File: config.mk
export PLATFORM = sky130hd
export DESIGN_NAME = rv32i_exec_unit
export DESIGN_NICKNAME = d
export VERILOG_FILES = /design/src/rtl/rv32i_exec_unit.sv
export SDC_FILE = /design/constraint.sdc
export NUM_CORES = 1
export LEC_CHECK = 0
export ABC_CLOCK_PERIOD_IN_PS = 10300
export CORE_ASPECT_RATIO = 1.25
export CORE_MARGIN = 2
export CORE_UTILIZATION = 49
export CTS_BUF_LIST = sky130_fd_sc_hd__clkbuf_16
export DETAILED_ROUTE_END_ITERATION = 6
export PLACE_DENSITY = 0.8
export SYNTH_ARGS = -nofsm -noshare
export SYNTH_HDL_FRONTEND = slang
export SYNTH_SLANG_ARGS = --single-unit
File: constraint.sdc
create_clock -name clk -period 10.3 [get_ports clk]
set_input_delay 1.03 -clock clk [delete_from_list [all_inputs] [get_ports clk]]
set_output_delay 1.03 -clock clk [all_outputs]
set_load 0.01 [all_outputs]
File: src/rtl/rv32i_exec_unit.sv
// RV32I execute stage: decodes one instruction per cycle, generates immediates,
// runs the ALU and branch comparator, and registers every result one cycle later.
module rv32i_exec_unit (
    input  logic        clk,
    input  logic        reset,
    input  logic [31:0] instr,
    input  logic [31:0] pc,
    input  logic [31:0] rs1_data,
    input  logic [31:0] rs2_data,
    output logic [4:0]  rs1_idx,
    output logic [4:0]  rs2_idx,
    output logic [4:0]  rd_idx,
    output logic        rd_write,
    output logic [1:0]  rd_src,
    output logic [31:0] result,
    output logic [31:0] link,
    output logic        mem_write,
    output logic [31:0] mem_wdata,
    output logic        branch_taken,
    output logic        stop,
    output logic [1:0]  error
);
    typedef enum logic [3:0] {
        ALU_ADD, ALU_SUB, ALU_SLL, ALU_SRL, ALU_SRA,
        ALU_SLT, ALU_SLTU, ALU_XOR, ALU_OR, ALU_AND
    } alu_op_t;

    localparam logic [6:0] OP_LUI    = 7'b0110111;
    localparam logic [6:0] OP_AUIPC  = 7'b0010111;
    localparam logic [6:0] OP_JAL    = 7'b1101111;
    localparam logic [6:0] OP_JALR   = 7'b1100111;
    localparam logic [6:0] OP_BRANCH = 7'b1100011;
    localparam logic [6:0] OP_LOAD   = 7'b0000011;
    localparam logic [6:0] OP_STORE  = 7'b0100011;
    localparam logic [6:0] OP_IMM    = 7'b0010011;
    localparam logic [6:0] OP_REG    = 7'b0110011;
    localparam logic [6:0] OP_SYSTEM = 7'b1110011;

    logic [6:0]  opcode;
    logic [2:0]  funct3;
    logic [6:0]  funct7;
    logic [31:0] imm_i, imm_s, imm_b, imm_u, imm_j;
    logic        eq, lt, ltu;

    assign rs1_idx = instr[19:15];
    assign rs2_idx = instr[24:20];
    assign opcode  = instr[6:0];
    assign funct3  = instr[14:12];
    assign funct7  = instr[31:25];

    assign imm_i = {{20{instr[31]}}, instr[31:20]};
    assign imm_s = {{20{instr[31]}}, instr[31:25], instr[11:7]};
    assign imm_b = {{19{instr[31]}}, instr[31], instr[7], instr[30:25], instr[11:8], 1'b0};
    assign imm_u = {instr[31:12], 12'h000};
    assign imm_j = {{11{instr[31]}}, instr[31], instr[19:12], instr[20], instr[30:21], 1'b0};

    assign eq  = (rs1_data == rs2_data);
    assign lt  = ($signed(rs1_data) < $signed(rs2_data));
    assign ltu = (rs1_data < rs2_data);

    alu_op_t     alu_op;
    logic [31:0] src1, src2, alu_out, res;
    logic [1:0]  src_sel;
    logic        wr, st, take, brk, illegal, jalr, alu_err;

    always_comb begin
        alu_op  = ALU_ADD;
        src1    = rs1_data;
        src2    = imm_i;
        wr      = 1'b0;
        src_sel = 2'd0;
        st      = 1'b0;
        take    = 1'b0;
        brk     = 1'b0;
        illegal = 1'b0;
        jalr    = 1'b0;
        case (opcode)
            OP_LUI:   begin src1 = '0; src2 = imm_u; wr = 1'b1; end
            OP_AUIPC: begin src1 = pc; src2 = imm_u; wr = 1'b1; end
            OP_JAL:   begin src1 = pc; src2 = imm_j; wr = 1'b1; src_sel = 2'd2; take = 1'b1; end
            OP_JALR: begin
                if (funct3 == 3'b000) begin
                    wr = 1'b1; src_sel = 2'd2; take = 1'b1; jalr = 1'b1;
                end else illegal = 1'b1;
            end
            OP_BRANCH: begin
                src1 = pc;
                src2 = imm_b;
                case (funct3)
                    3'b000:  take = eq;
                    3'b001:  take = ~eq;
                    3'b100:  take = lt;
                    3'b101:  take = ~lt;
                    3'b110:  take = ltu;
                    3'b111:  take = ~ltu;
                    default: illegal = 1'b1;
                endcase
            end
            OP_LOAD: begin
                if (funct3 == 3'b010) begin wr = 1'b1; src_sel = 2'd1; end
                else illegal = 1'b1;
            end
            OP_STORE: begin
                src2 = imm_s;
                if (funct3 == 3'b010) st = 1'b1;
                else illegal = 1'b1;
            end
            OP_IMM: begin
                wr = 1'b1;
                case (funct3)
                    3'b000: alu_op = ALU_ADD;
                    3'b010: alu_op = ALU_SLT;
                    3'b011: alu_op = ALU_SLTU;
                    3'b100: alu_op = ALU_XOR;
                    3'b110: alu_op = ALU_OR;
                    3'b111: alu_op = ALU_AND;
                    3'b001: if (funct7 == 7'h00) alu_op = ALU_SLL; else illegal = 1'b1;
                    default: begin
                        if (funct7 == 7'h00)      alu_op = ALU_SRL;
                        else if (funct7 == 7'h20) alu_op = ALU_SRA;
                        else                      illegal = 1'b1;
                    end
                endcase
            end
            OP_REG: begin
                wr   = 1'b1;
                src2 = rs2_data;
                case ({funct7, funct3})
                    {7'h00, 3'b000}: alu_op = ALU_ADD;
                    {7'h20, 3'b000}: alu_op = ALU_SUB;
                    {7'h00, 3'b001}: alu_op = ALU_SLL;
                    {7'h00, 3'b010}: alu_op = ALU_SLT;
                    {7'h00, 3'b011}: alu_op = ALU_SLTU;
                    {7'h00, 3'b100}: alu_op = ALU_XOR;
                    {7'h00, 3'b101}: alu_op = ALU_SRL;
                    {7'h20, 3'b101}: alu_op = ALU_SRA;
                    {7'h00, 3'b110}: alu_op = ALU_OR;
                    {7'h00, 3'b111}: alu_op = ALU_AND;
                    default:         illegal = 1'b1;
                endcase
            end
            OP_SYSTEM: begin
                if (instr == 32'h0010_0073) brk = 1'b1;
                else illegal = 1'b1;
            end
            default: illegal = 1'b1;
        endcase
        // Unsupported words become a NOP; writes to x0 are suppressed here too.
        if (illegal) begin
            wr = 1'b0; st = 1'b0; take = 1'b0; src_sel = 2'd0;
        end
        if (instr[11:7] == 5'd0) wr = 1'b0;
    end

    always_comb begin
        alu_err = 1'b0;
        case (alu_op)
            ALU_ADD:  alu_out = src1 + src2;
            ALU_SUB:  alu_out = src1 - src2;
            ALU_SLL:  alu_out = src1 << src2[4:0];
            ALU_SRL:  alu_out = src1 >> src2[4:0];
            ALU_SRA:  alu_out = $signed(src1) >>> src2[4:0];
            ALU_SLT:  alu_out = {31'b0, $signed(src1) < $signed(src2)};
            ALU_SLTU: alu_out = {31'b0, src1 < src2};
            ALU_XOR:  alu_out = src1 ^ src2;
            ALU_OR:   alu_out = src1 | src2;
            ALU_AND:  alu_out = src1 & src2;
            default: begin
                alu_out = '0;
                alu_err = 1'b1;
            end
        endcase
        if (illegal || brk) res = '0;
        else if (jalr)      res = {alu_out[31:1], 1'b0};
        else                res = alu_out;
    end

    always_ff @(posedge clk) begin
        if (!reset) begin
            rd_idx       <= '0;
            rd_write     <= 1'b0;
            rd_src       <= '0;
            result       <= '0;
            link         <= '0;
            mem_write    <= 1'b0;
            mem_wdata    <= '0;
            branch_taken <= 1'b0;
            stop         <= 1'b0;
            error        <= '0;
        end else begin
            rd_idx       <= instr[11:7];
            rd_write     <= wr;
            rd_src       <= src_sel;
            result       <= res;
            link         <= pc + 32'd4;
            mem_write    <= st;
            mem_wdata    <= rs2_data;
            branch_taken <= take;
            stop         <= brk;
            error        <= {illegal, alu_err};
        end
    end
endmodule

==> flow_metrics.tcl <==
set metrics [dict create \
    firstDrtPassIters 7 \
    post-layout-total-power_mw 1.726 \
    post_synth_fa_ha_maj_area_fraction_pct 11.59 \
    max_freq_mhz 144.8 \
    synth.lib_cells_used.distinct 88 \
    worstPathRequired_ps 10540 \
    primary_ff_master_synth "sky130_fd_sc_hd__dfxtp_1" \
    global_route_wire_length_before_repair_um 114200 \
    die_width_um 160.6 \
    cell_accounting_for_the_most_synthesized_area "sky130_fd_sc_hd__dfxtp_1" \
    layout.area.seq_sq_um 2182 \
    worstPathCellList "clkdlybuf4s50_1 > nand4bb_1 > nor4_1 > a41o_2 > buf_4 > inv_2 > buf_4 > ha_1 > and2_1 > a311oi_1 > a2111oi_0 > a31oi_1 > nor2_1 > o21ai_0 > a31oi_1" \
    cts_max_level 3 \
    post_synth_most_frequent_cells "164 x sky130_fd_sc_hd__nor2_1, 151 x sky130_fd_sc_hd__nand2_1, 136 x sky130_fd_sc_hd__ha_1, 127 x sky130_fd_sc_hd__a21oi_1, 127 x sky130_fd_sc_hd__inv_1" \
    asyncSetResetFlopFracSynth_pct 0 \
    cts.clk_slew.worst_paths_ps 90 \
    netSwitchingPower_mw 0.7918 \
    final-setup-viol-count 0 \
    drc 1 \
    yosys_warnings 0 \
    cts_tree "yes" \
    post_cts_setup_buffer_count 0 \
    cts_resized 0 \
    die_area_sq_um 32080 \
    num_vias 18475 \
    ioPinCount 249 \
    multi_input_comb_area_sq_um 11620 \
    die_h_um 199.8 \
    seq_area_frac_synth_pct 14.52 \
    critical_path.endpoint_type "register" \
    layout.nets 2480 \
    numCtsBuffers 9 \
    cp.arrival_ps 7150 \
    max_slew_margin_pct 8.460 \
    outcome "finished with violations" \
    irDropWorstVdd_v 0.00007571 \
    startpoint_type "primary input" \
    origin_of_the_worst_min_delay_path "rs2_data[1]" \
    diodes 0 \
    core_sq_um 30120 \
    critical_path_depth 15 \
    timing.hold.worst.class "in -> reg" \
    grt_remaining_overflow 0 \
    pwr-share-seq_pct 25.7 \
    timing.final.hold_violations 0 \
    cts.sinks 109 \
    synth_simple_gate_area_share_pct 22.20 \
    post-route-period-util_pct 67.07 \
    drtIter0Drc 2935 \
    synth_to_final_area_change_pct 19.32 \
    first_global_vias 17570 \
    worst_path_max_delay_cell "sky130_fd_sc_hd__o21ai_0" \
    ys_seq_elements 109 \
    tns_ps 0 \
    switching_share_pct 45.88 \
    critPathBufInv 4 \
    yosysTopAreaCellShare_pct 14.52 \
    start_util_pct 49.89 \
    wirelength_um 78830 \
    xor_xnor_share_of_the_synthesized_area_pct 3.148 \
    synth.top_cells.by_area "sky130_fd_sc_hd__dfxtp_1 15%, sky130_fd_sc_hd__ha_1 11%, sky130_fd_sc_hd__mux2i_1 7.1%" \
    timing.critical_path.from "instr[3]" \
    synth_top_family_by_area "compound AO/OA/AOI/OAI gates" \
    synthesis.nets 2343 \
    filler_cells 2873 \
    antenna_found_initial 2 \
    std_cell_rows 71 \
    clock_path_buffers 2 \
    share_comb_of_total_power_pct 51.8 \
    layout_min_cycle_time_ps 6908 \
    intPower_mw 0.9341 \
    syn_area_per_cell_sq_um 7.240 \
    syn_inst 2075 \
    drive_gt1_share_pct 4.917 \
    total_leakage_power_nw 7.490 \
    post-synth-top-count-cell "sky130_fd_sc_hd__nor2_1" \
    path_class "in -> reg" \
    synth_compound_gate_area_share_pct 32.37 \
    violated_checks "DRC" \
    wl_per_cell_um 30.11 \
    pwr_density_cell_nw_per_um2 96.28 \
    power.clock.fraction_pct 22.5 \
    dp_hpwl_um 60690 \
    numPortBuffers 248 \
    detail-route-antenna-nets 0 \
    utilization_pct 59.52 \
    unrepaired_setup_endpoints_after_global_routing "no" \
    timing.critical_path.slowest_cell_delay_ps 1070 \
    grt_start_max_net_pins 74 \
    max_slew.worst_pin.slew_ps 1359 \
    synthMuxAreaShare_pct 7.887 \
    timing.critical_path.fanout_max 59 \
    count_of_flip_flops_with_a_built_in_enable_after_synthesis 0 \
    clock_tree.root_cell "sky130_fd_sc_hd__clkbuf_16" \
    detail_route.vias_per_cell 7.057 \
    timing.critical_path.max_delay_family "compound AO/OA/AOI/OAI gates" \
    place.gp.congestion 1.102 \
    timing.max_cap.violations 0 \
    cp-endpoint "result[14]" \
    final-max-slew-violation-count 0 \
    cts.hold.buffers_added 0 \
    globalRouteTotalUtil_pct 47.90 \
    netlist_area_sq_um 15020 \
]
-- per-stage QoR --
step,setup slack (ps),hold slack [ps],instances,cell area [sq um]
detailed placement,3174,1643,2602,17630
floorplan,4712,1102,2075,15020
finish,3392,1227,2618,17930
global placement,3415,1634,2602,17630
global route,3007,1231,2618,17930
CTS,3597,1228,2618,17930
-- worst min path at each step --
stage	slack, ps	endpoint	depth (start not counted)
2_1_floorplan	1100	link[2]	1
3_3_place_gp	1630	mem_wdata[1]	2
3_5_place_dp	1640	mem_wdata[1]	2
4_1_cts	1230	mem_wdata[1]	2
5_1_grt	1230	mem_wdata[1]	2
6_report	1230	mem_wdata[1]	2
-- cell usage in the layout, fill, tap and decap left out, types with 46 or more instances in the layout --
| master | netlist | routed |
|---|---|---|
| sky130_fd_sc_hd__clkdlybuf4s50_1 | 0 | 247 |
| sky130_fd_sc_hd__nor2_1 | 164 | 161 |
| sky130_fd_sc_hd__nand2_1 | 151 | 151 |
| sky130_fd_sc_hd__ha_1 | 136 | 136 |
| sky130_fd_sc_hd__a21oi_1 | 127 | 127 |
| sky130_fd_sc_hd__inv_1 | 127 | 125 |
| sky130_fd_sc_hd__o21ai_0 | 120 | 120 |
| sky130_fd_sc_hd__dfxtp_1 | 109 | 109 |
| sky130_fd_sc_hd__mux2i_1 | 106 | 106 |
| sky130_fd_sc_hd__and2_1 | 84 | 84 |
| sky130_fd_sc_hd__nand3_1 | 75 | 75 |
| sky130_fd_sc_hd__a221o_1 | 50 | 50 |
| sky130_fd_sc_hd__nor3_1 | 50 | 49 |
| sky130_fd_sc_hd__buf_4 | 14 | 46 |
-- area by class of cell --
type                            instances  share of cell area (%)
Multi-Input combinational cell       1666                   64.84
Timing Repair Buffer                  294                   15.75
Clock buffer                            9                   1.256
Inverter                              132                   2.764
Tap cell                              401                   2.799
Clock inverter                          7                  0.4188
Sequential cell                       109                   12.17
-- state kept, by name (all words and copies together), names as in the netlist --
name / count
mem_wdata: 32
error: 2
mem_write: 1
result: 32
link: 32
rd_src: 2
stop: 1
rd_idx: 5
branch_taken: 1
rd_write: 1
-- power groups by stage --
| stage | clock, mW | sequential [mW] | combinational (mW) |
|---|---|---|---|
| floorplan | 0 | 0.462 | 0.501 |
| global placement | 0 | 0.453 | 0.832 |
| detailed placement | 0 | 0.454 | 0.839 |
| CTS | 0.388 | 0.444 | 0.842 |
| global route | 0.403 | 0.446 | 0.929 |
| finish | 0.389 | 0.444 | 0.893 |
-- cells by family after synthesis --
family / count (synthesis)
adders and majority gates: 138
DFF: 109
muxes: 114
other: 1
AOI/OAI and AO/OA: 691
xor gates and xnor gates: 54
and+or+nand+nor: 668
buffers and inverters: 300
-- layer usage --
layer / up-vias / part of all wire (%) / GRT usage (%)
met1: 8502 / 34 / 54.75
met2: 1602 / 42 / 74.87
met5: - / 0.034 / 0
met3: 420 / 13 / 13.68
li1: 7947 / - / -
met4: 4 / 10 / 39.31
No activity file was read; power rests on OpenSTA's default activity.
